File: src/rtl/serial_adder_pkg.sv
// rtl/serial_adder_pkg.sv - shared types and constants for the bit-serial adder
package serial_adder_pkg;

    typedef enum logic [1:0] {
        IDLE = 2'd0,
        RUN  = 2'd1,
        DONE = 2'd2
    } state_t;

    localparam int SA_WIDTH_DEF = 8;

endpackage

File: src/rtl/serial_adder_fa.sv
// rtl/serial_adder_fa.sv - combinational single-bit full-adder cell
module serial_adder_fa (
    input  logic a,
    input  logic b,
    input  logic cin,
    output logic sum,
    output logic cout
);

    assign sum  = a ^ b ^ cin;
    assign cout = (a & b) | (a & cin) | (b & cin);

endmodule

File: src/rtl/serial_adder.sv
// rtl/serial_adder.sv - bit-serial WIDTH-bit adder, LSB first, start/busy/done handshake
module serial_adder
    import serial_adder_pkg::*;
#(
    parameter int WIDTH = SA_WIDTH_DEF
) (
    input  logic             clk,
    input  logic             rst,
    input  logic             start,
    input  logic [WIDTH-1:0] a,
    input  logic [WIDTH-1:0] b,
    input  logic             cin,
    output logic             busy,
    output logic             done,
    output logic [WIDTH-1:0] sum,
    output logic             cout
);

    localparam int CW = (WIDTH > 1) ? $clog2(WIDTH) : 1;
    localparam logic [CW-1:0] CNT_LAST = CW'(WIDTH - 1);

    state_t           state;
    logic [WIDTH-1:0] a_sh;
    logic [WIDTH-1:0] b_sh;
    // Only the upper WIDTH-1 sum bits need storing; the last bit comes straight from the cell.
    logic [WIDTH-2:0] s_sh;
    logic [WIDTH-1:0] s_full;
    logic             carry;
    logic [CW-1:0]    cnt;
    logic             fa_sum;
    logic             fa_cout;

    serial_adder_fa u_fa (
        .a    (a_sh[0]),
        .b    (b_sh[0]),
        .cin  (carry),
        .sum  (fa_sum),
        .cout (fa_cout)
    );

    assign s_full = {fa_sum, s_sh};

    always_ff @(posedge clk) begin
        if (rst) begin
            state <= IDLE;
            busy  <= 1'b0;
            done  <= 1'b0;
            sum   <= '0;
            cout  <= 1'b0;
            a_sh  <= '0;
            b_sh  <= '0;
            s_sh  <= '0;
            carry <= 1'b0;
            cnt   <= '0;
        end else begin
            case (state)
                IDLE, DONE: begin
                    done <= 1'b0;
                    if (start) begin
                        a_sh  <= a;
                        b_sh  <= b;
                        carry <= cin;
                        cnt   <= '0;
                        busy  <= 1'b1;
                        state <= RUN;
                    end else begin
                        busy  <= 1'b0;
                        state <= IDLE;
                    end
                end
                RUN: begin
                    a_sh  <= a_sh >> 1;
                    b_sh  <= b_sh >> 1;
                    s_sh  <= s_full[WIDTH-1:1];
                    carry <= fa_cout;
                    cnt   <= cnt + CW'(1);
                    if (cnt == CNT_LAST) begin
                        sum   <= s_full;
                        cout  <= fa_cout;
                        busy  <= 1'b0;
                        done  <= 1'b1;
                        state <= DONE;
                    end
                end
                default: begin
                    busy  <= 1'b0;
                    done  <= 1'b0;
                    state <= IDLE;
                end
            endcase
        end
    end

endmodule

File: config.mk
export PLATFORM = sky130hd
export DESIGN_NAME = serial_adder
export DESIGN_NICKNAME = d
export VERILOG_FILES = /design/src/rtl/serial_adder_pkg.sv /design/src/rtl/serial_adder_fa.sv /design/src/rtl/serial_adder.sv
export SDC_FILE = /design/constraint.sdc
export NUM_CORES = 1
export LEC_CHECK = 0
export ABC_CLOCK_PERIOD_IN_PS = 2000
export CORE_MARGIN = 2
export CORE_UTILIZATION = 55
export CTS_BUF_LIST = sky130_fd_sc_hd__clkbuf_8
export CTS_CLUSTER_DIAMETER = 100
export DETAILED_ROUTE_END_ITERATION = 6
export HOLD_SLACK_MARGIN = 0.06
export PLACE_DENSITY = 0.84
export SLEW_MARGIN = 20
export SYNTH_ARGS = -nofsm -noshare
export SYNTH_HDL_FRONTEND = slang
export SYNTH_HIERARCHICAL = 1
export SYNTH_SLANG_ARGS = --single-unit
File: constraint.sdc
create_clock -name clk -period 2 [get_ports clk]
set_input_delay 0.3 -clock clk [delete_from_list [all_inputs] [get_ports clk]]
set_output_delay 0.3 -clock clk [all_outputs]
set_load 0.02 [all_outputs]
==> results of run 1 <==
==> cells in the final DEF, fill, tap and decap left out, types with 2 or more instances in the layout <==
master | Yosys | layout
nand3_1 | 14 | 14
nand2_1 | 57 | 57
clkbuf_8 | 0 | 5
nor2_1 | 17 | 17
a21oi_1 | 22 | 22
nand2b_1 | 2 | 2
a311oi_1 | 15 | 15
dfxtp_1 | 40 | 40
clkdlybuf4s50_1 | 0 | 30
ha_1 | 2 | 2
buf_4 | 6 | 4
nand3b_1 | 2 | 2
==> worst reg2reg max path: stages (launching register included) <==
cell and delay (ns):
dfxtp_1 0.33, ha_1 0.20, ha_1 0.19, nand3b_1 0.30, nand2_1 0.11, a21oi_1 0.16
==> layer usage <==
layer	up-vias	part of all wire (%)	global-route usage (%)
met5	-	0	0
met4	0	1.4	11.0
met3	4	4.7	7.59
met2	30	50	35.1
met1	647	43	24.9
li1	707	-	-
==> flip-flops by register name, summed over array words and instances, names as in the netlist, 2 cells and up <==
| name | count |
|---|---|
| sum | 8 |
| cnt | 3 |
| b_sh | 8 |
| a_sh | 8 |
| s_sh | 7 |
| state | 2 |
==> per-stage QoR <==
| step | power, mW | worst slack (ns) | instances |
|---|---|---|---|
| 5_1_grt | 1.76 | 0.402 | 251 |
| 3_5_place_dp | 1.06 | 0.374 | 243 |
| 3_3_place_gp | 1.05 | 0.415 | 243 |
| 4_1_cts | 1.69 | 0.444 | 251 |
| 6_report | 1.68 | 0.460 | 251 |
| 2_1_floorplan | 1.00 | 0.795 | 194 |
==> area by class of cell <==
class / instances / area share, %
clock inverters: 3 / 1.96
well taps: 31 / 1.96
multi-input cells: 138 / 35.5
flip-flops and latches: 40 / 40.4
clock buffers: 5 / 3.47
repair buffers: 34 / 16.7
==> path summary, 6_finish.rpt <==
kind | start | to | slack [ns]
max | cout | cout | 0.46
min | sum[3] | sum[3] | 0.46
max reg2reg | cnt[0] | cout | 0.64
min reg2reg | sum[3] | sum[3] | 0.46
==> logic make-up after synthesis <==
logic type	count (synthesis)	share of synthesized area, %
AO/OA/AOI/OAI	38	15.6
flip-flops	40	50.1
AND/OR/NAND/NOR	97	25.7
buffers and inverters	16	5.87
adder cells (fa/ha/maj)	3	2.82
==> where the power goes <==
part | internal, mW | switching (mW) | total (mW)
clock | 0.365 | 0.272 | 0.638
sequential | 0.837 | 0.0244 | 0.861
combinational | 0.0816 | 0.100 | 0.182
==> results.ini, run 1 <==
[cells_and_area]
final_layout_size_suffix_gt1_share_pct = 5.45
num-fill-cells = 234
ff_latch_area_um2 = 801
postLayoutCoreUtil_pct = 71.9
layout.cell_area.non_filler_um2 = 1980
multi_input_comb_area_um2 = 704
insertedDiodeCount = 0
final_nets = 242
synthToLayoutAreaGrowth_pct = 23.9

[timing]
hold-worst-slack_ns = 0.455
skew_ns = 0.00417
slew_at_the_pin_closest_to_its_max_slew_limit_ns = 0.617
max-slew-margin-rel_pct = 58.8
totalNegativeSetupSlack_ns = 0
rsz_0062_raised_after_global_routing = no
setup_viol = 0
final_min_period_over_clock_period_pct = 77.0
drv_slew = 0
final.min_clock_period_ns = 1.54
max_freq_mhz = 649
hold_viol_final = 0

[placed_design]
dpl.hpwl_um = 2120
routabilityCongestion = 0.725
port_buffers = 30
placed_cell_area_um2 = 1870

[synth]
synth-async-reset-ratio_pct = 0
yosysTopAreaCell = dfxtp_1
yosysWarningCount = 6
postSynthNetCount = 217
number_of_synthesized_flops_with_an_enable_pin = 0
syn_inst = 194
synth_seq_cells = 40
synth_flop_cell = dfxtp_1
synthesis.area_um2 = 1600
register_area_share_after_synthesis_pct = 50.1
synth_cell_types = 21
yosysMostFrequentCell = nand2_1
synthTopCellsByCount = nand2_1, dfxtp_1, a21oi_1
synth.top_cell.area_share_pct = 50.1
synth_area_leaders = dfxtp_1, nand2_1, a311oi_1, a21oi_1, nand3_1
syn_area_per_cell_um2 = 8.24

[cts]
cts_sinks = 40
cts_setup_buffers = 0
worst_skew_pair.late_latency_ns = 0.29
ctsLongestPathBuffers = 2
cts-buffers-inserted = 5
htree_num_levels = 2
clk_transition_reported_paths_ns = 0.07
holdBufCountCts = 0
root_buf_cell = clkbuf_8
cts_resized = 0
clock_tree_from_tritoncts = done

[setup_path]
critPathArrivalTime_ns = 1.24
crit_chain = clkdlybuf4s50_1
cp-end-kind = primary output
max_stage_delay_ns = 0.61
critical_path_depth = 1
critical_path.top_delay_family = buffers and inverters
critical_path.startpoint_type = register
crit_required_ns = 1.70
master_of_the_slowest_instance_on_the_critical_path = clkdlybuf4s50_1
cp_max_fo = 2
worst-r2r-cell-count = 5
worst-setup-path-type = reg2out
timing.critical_path.buf_inv = 1

[grt]
antenna_violations_before_repair = 0
grt_pass1_wl_um = 5350
vias_in_the_first_global_route = 1271
grt_use_total_pct = 21.5
pin_count_of_the_biggest_net_entering_global_routing = 46
globalRoute.totalOverflow = 0

[power]
cellLeakagePower_nw = 0.721
vdd.ir_drop.worst_uv = 755
pwr_cell_area_nw_per_um2 = 848

[route]
wl_per_cell_um = 12.9
via_per_inst = 5.53
drt_iter0_drc = 59
finalWirelength_um = 3230
postRouteAntennaNets = 0
num_vias = 1388
drt_pass1_iterations = 4
remaining_drc_errors = 0

[die]
start_util_pct = 58.0
die_area_um2 = 3350
die_height_um = 57.9
floorplan.die.width_um = 57.9
std_cell_rows = 19
design.core.area_um2 = 2760
io_pins = 31

[worst_hold_path]
timing.hold.worst_path_depth = 2
hp-class = reg2reg

[status]
run_status = finished clean

[run]
cap_violations = 0

Power figures use the tool's default switching activity.
==> inputs of run 2 (changes only) <==
- ABC_CLOCK_PERIOD_IN_PS: 2000 -> 1400
- CORE_UTILIZATION: 55 -> 48
- PLACE_DENSITY: 0.84 -> 0.78
- clock period: 2 -> 1.4 ns (I/O delays scaled with it)
==> run 2 against run 1 <==
Effect of this change: register-to-register slack worse by 0.51 ns; sequential power up 43%; power up 45%; flip-flop and latch count unchanged; non-clock buffer count up 6; sequential share of layout area down 1.5 points; clock skew about the same; die area up 14%; worst hold slack better by 0.00081 ns; highest routed layer unchanged.
==> results.ini, run 2 (synthesis results as in run 1) <==
[route]
highest_layer = met4
remaining_drc_errors = 0
finalWirelength_um = 3290
via_per_inst = 5.24
dr_wl_met3_um = 87
wl_per_cell_um = 12.2
wl_met1_um = 1470
postRouteAntennaNets = 0
dr_wl_met2_um = 1690
drt_iter0_drc = 66
drt_pass1_iterations = 4
num_vias = 1415

[grt]
grt_pass1_wl_um = 5690
grt_use_total_pct = 20.1
globalRoute.totalOverflow = 0
pin_count_of_the_biggest_net_entering_global_routing = 41
vias_in_the_first_global_route = 1315
antenna_violations_before_repair = 0

[timing]
final.min_clock_period_ns = 1.27
max-slew-margin-rel_pct = 84.1
final_min_period_over_clock_period_pct = 90.9
setup_viol = 0
slew_at_the_pin_closest_to_its_max_slew_limit_ns = 0.238
hold-worst-slack_ns = 0.456
totalNegativeSetupSlack_ns = 0
skew_ns = 0.00460
drv_slew = 0
hold_viol_final = 0
max_freq_mhz = 786
rsz_0062_raised_after_global_routing = no

[run]
cap_violations = 0

[power]
cellLeakagePower_nw = 0.808
vdd.ir_drop.worst_uv = 609
pwr_cell_area_nw_per_um2 = 1180

[die]
std_cell_rows = 20
die_area_um2 = 3810
design.core.area_um2 = 3100
die_height_um = 61.7
start_util_pct = 51.5
floorplan.die.width_um = 61.7
io_pins = 31

[setup_path]
master_of_the_slowest_instance_on_the_critical_path = dfxtp_1
max_stage_delay_ns = 0.33
crit_required_ns = 1.62
critPathArrivalTime_ns = 1.49
cp-end-kind = register
worst-setup-path-type = reg2reg
critical_path.most_common_cell = ha_1
critical_path.top_delay_family = adder cells
cp_max_fo = 6
crit_chain = ha_1 -> ha_1 -> buf_4 -> nand3b_1 -> a21oi_1
critical_path.startpoint_type = register
timing.critical_path.buf_inv = 1

[cells_and_area]
insertedDiodeCount = 0
final_nets = 248
mostFrequentLayoutCells = nand2_1, dfxtp_1, a21oi_1
layout.cells.most_common = nand2_1
synthToLayoutAreaGrowth_pct = 28.9
largest_registers = a_sh (8), b_sh (8), sum (8)
post_route_non_filler_standard_cell_count = 270
final_layout_size_suffix_gt1_share_pct = 8.41

[cts]
root_buf_cell = clkbuf_8
clock_tree_from_tritoncts = done
clk_transition_reported_paths_ns = 0.08
cts_sinks = 40
htree_num_levels = 2
cts-buffers-inserted = 5
worst_skew_pair.late_latency_ns = 0.29
ctsLongestPathBuffers = 2

[worst_hold_path]
hp-class = reg2reg

[placed_design]
port_buffers = 30
dpl.hpwl_um = 2290
dpl.cell_count = 261
routabilityCongestion = 0.708

[status]
run_status = finished clean

-- run 2: report_power, final --
group	total, mW	switching [mW]	internal [mW]
sequential	1.23	0.0354	1.19
combinational	0.287	0.148	0.139
clock	0.920	0.393	0.527
-- run 2: per-layer routing --
metal	vias to the layer above	global-route usage [%]
met5	-	0
met4	0	7.90
met3	4	4.55
met2	25	33.1
met1	664	25.8
li1	722	-
-- run 2: repair_timing --
item                                    in CTS  in global routing
buffers inserted                             0                  1
hold buffers                                 0                  0
resized for setup                           11                  1
endpoints found under the setup margin      11                 10
-- run 2: tightest hold or removal path: stages (launching register included) --
cell and delay [ns]:
dfxtp_1 0.31, nand2_1 0.05, a21oi_1 0.05
-- run 2: path summary, 6_finish.rpt --
check / start / end / slack (ns) / cells past startpoint
min: sum[1] / sum[1] / 0.46 / 2
min reg2reg: sum[1] / sum[1] / 0.46 / 2
max reg2reg: cnt[0] / busy / 0.13 / 5
max: cnt[0] / busy / 0.13 / 5
-- run 2: final cells by class --
cell class	instances	area (um^2)
Fill cell	283	1040
Sequential cell	40	801
Multi-Input combinational cell	138	707
Timing Repair Buffer	40	387
Clock buffer	5	68.8
Tap cell	44	55.1
Clock inverter	3	42.5
-- run 2: stage by stage --
| step | utilization, % | setup WS, ns | power (mW) | instance area (um^2) |
|---|---|---|---|---|
| global route | 66.4 | 0.00829 | 2.54 | 2060 |
| floorplan | - | 0.195 | 1.43 | 1600 |
| CTS | 66.1 | 0.00368 | 2.45 | 2050 |
| detailed placement | 62.9 | -0.130 | 1.54 | 1950 |
| finish | 66.4 | 0.127 | 2.44 | 2060 |
| global placement | 62.9 | -0.0669 | 1.53 | 1950 |
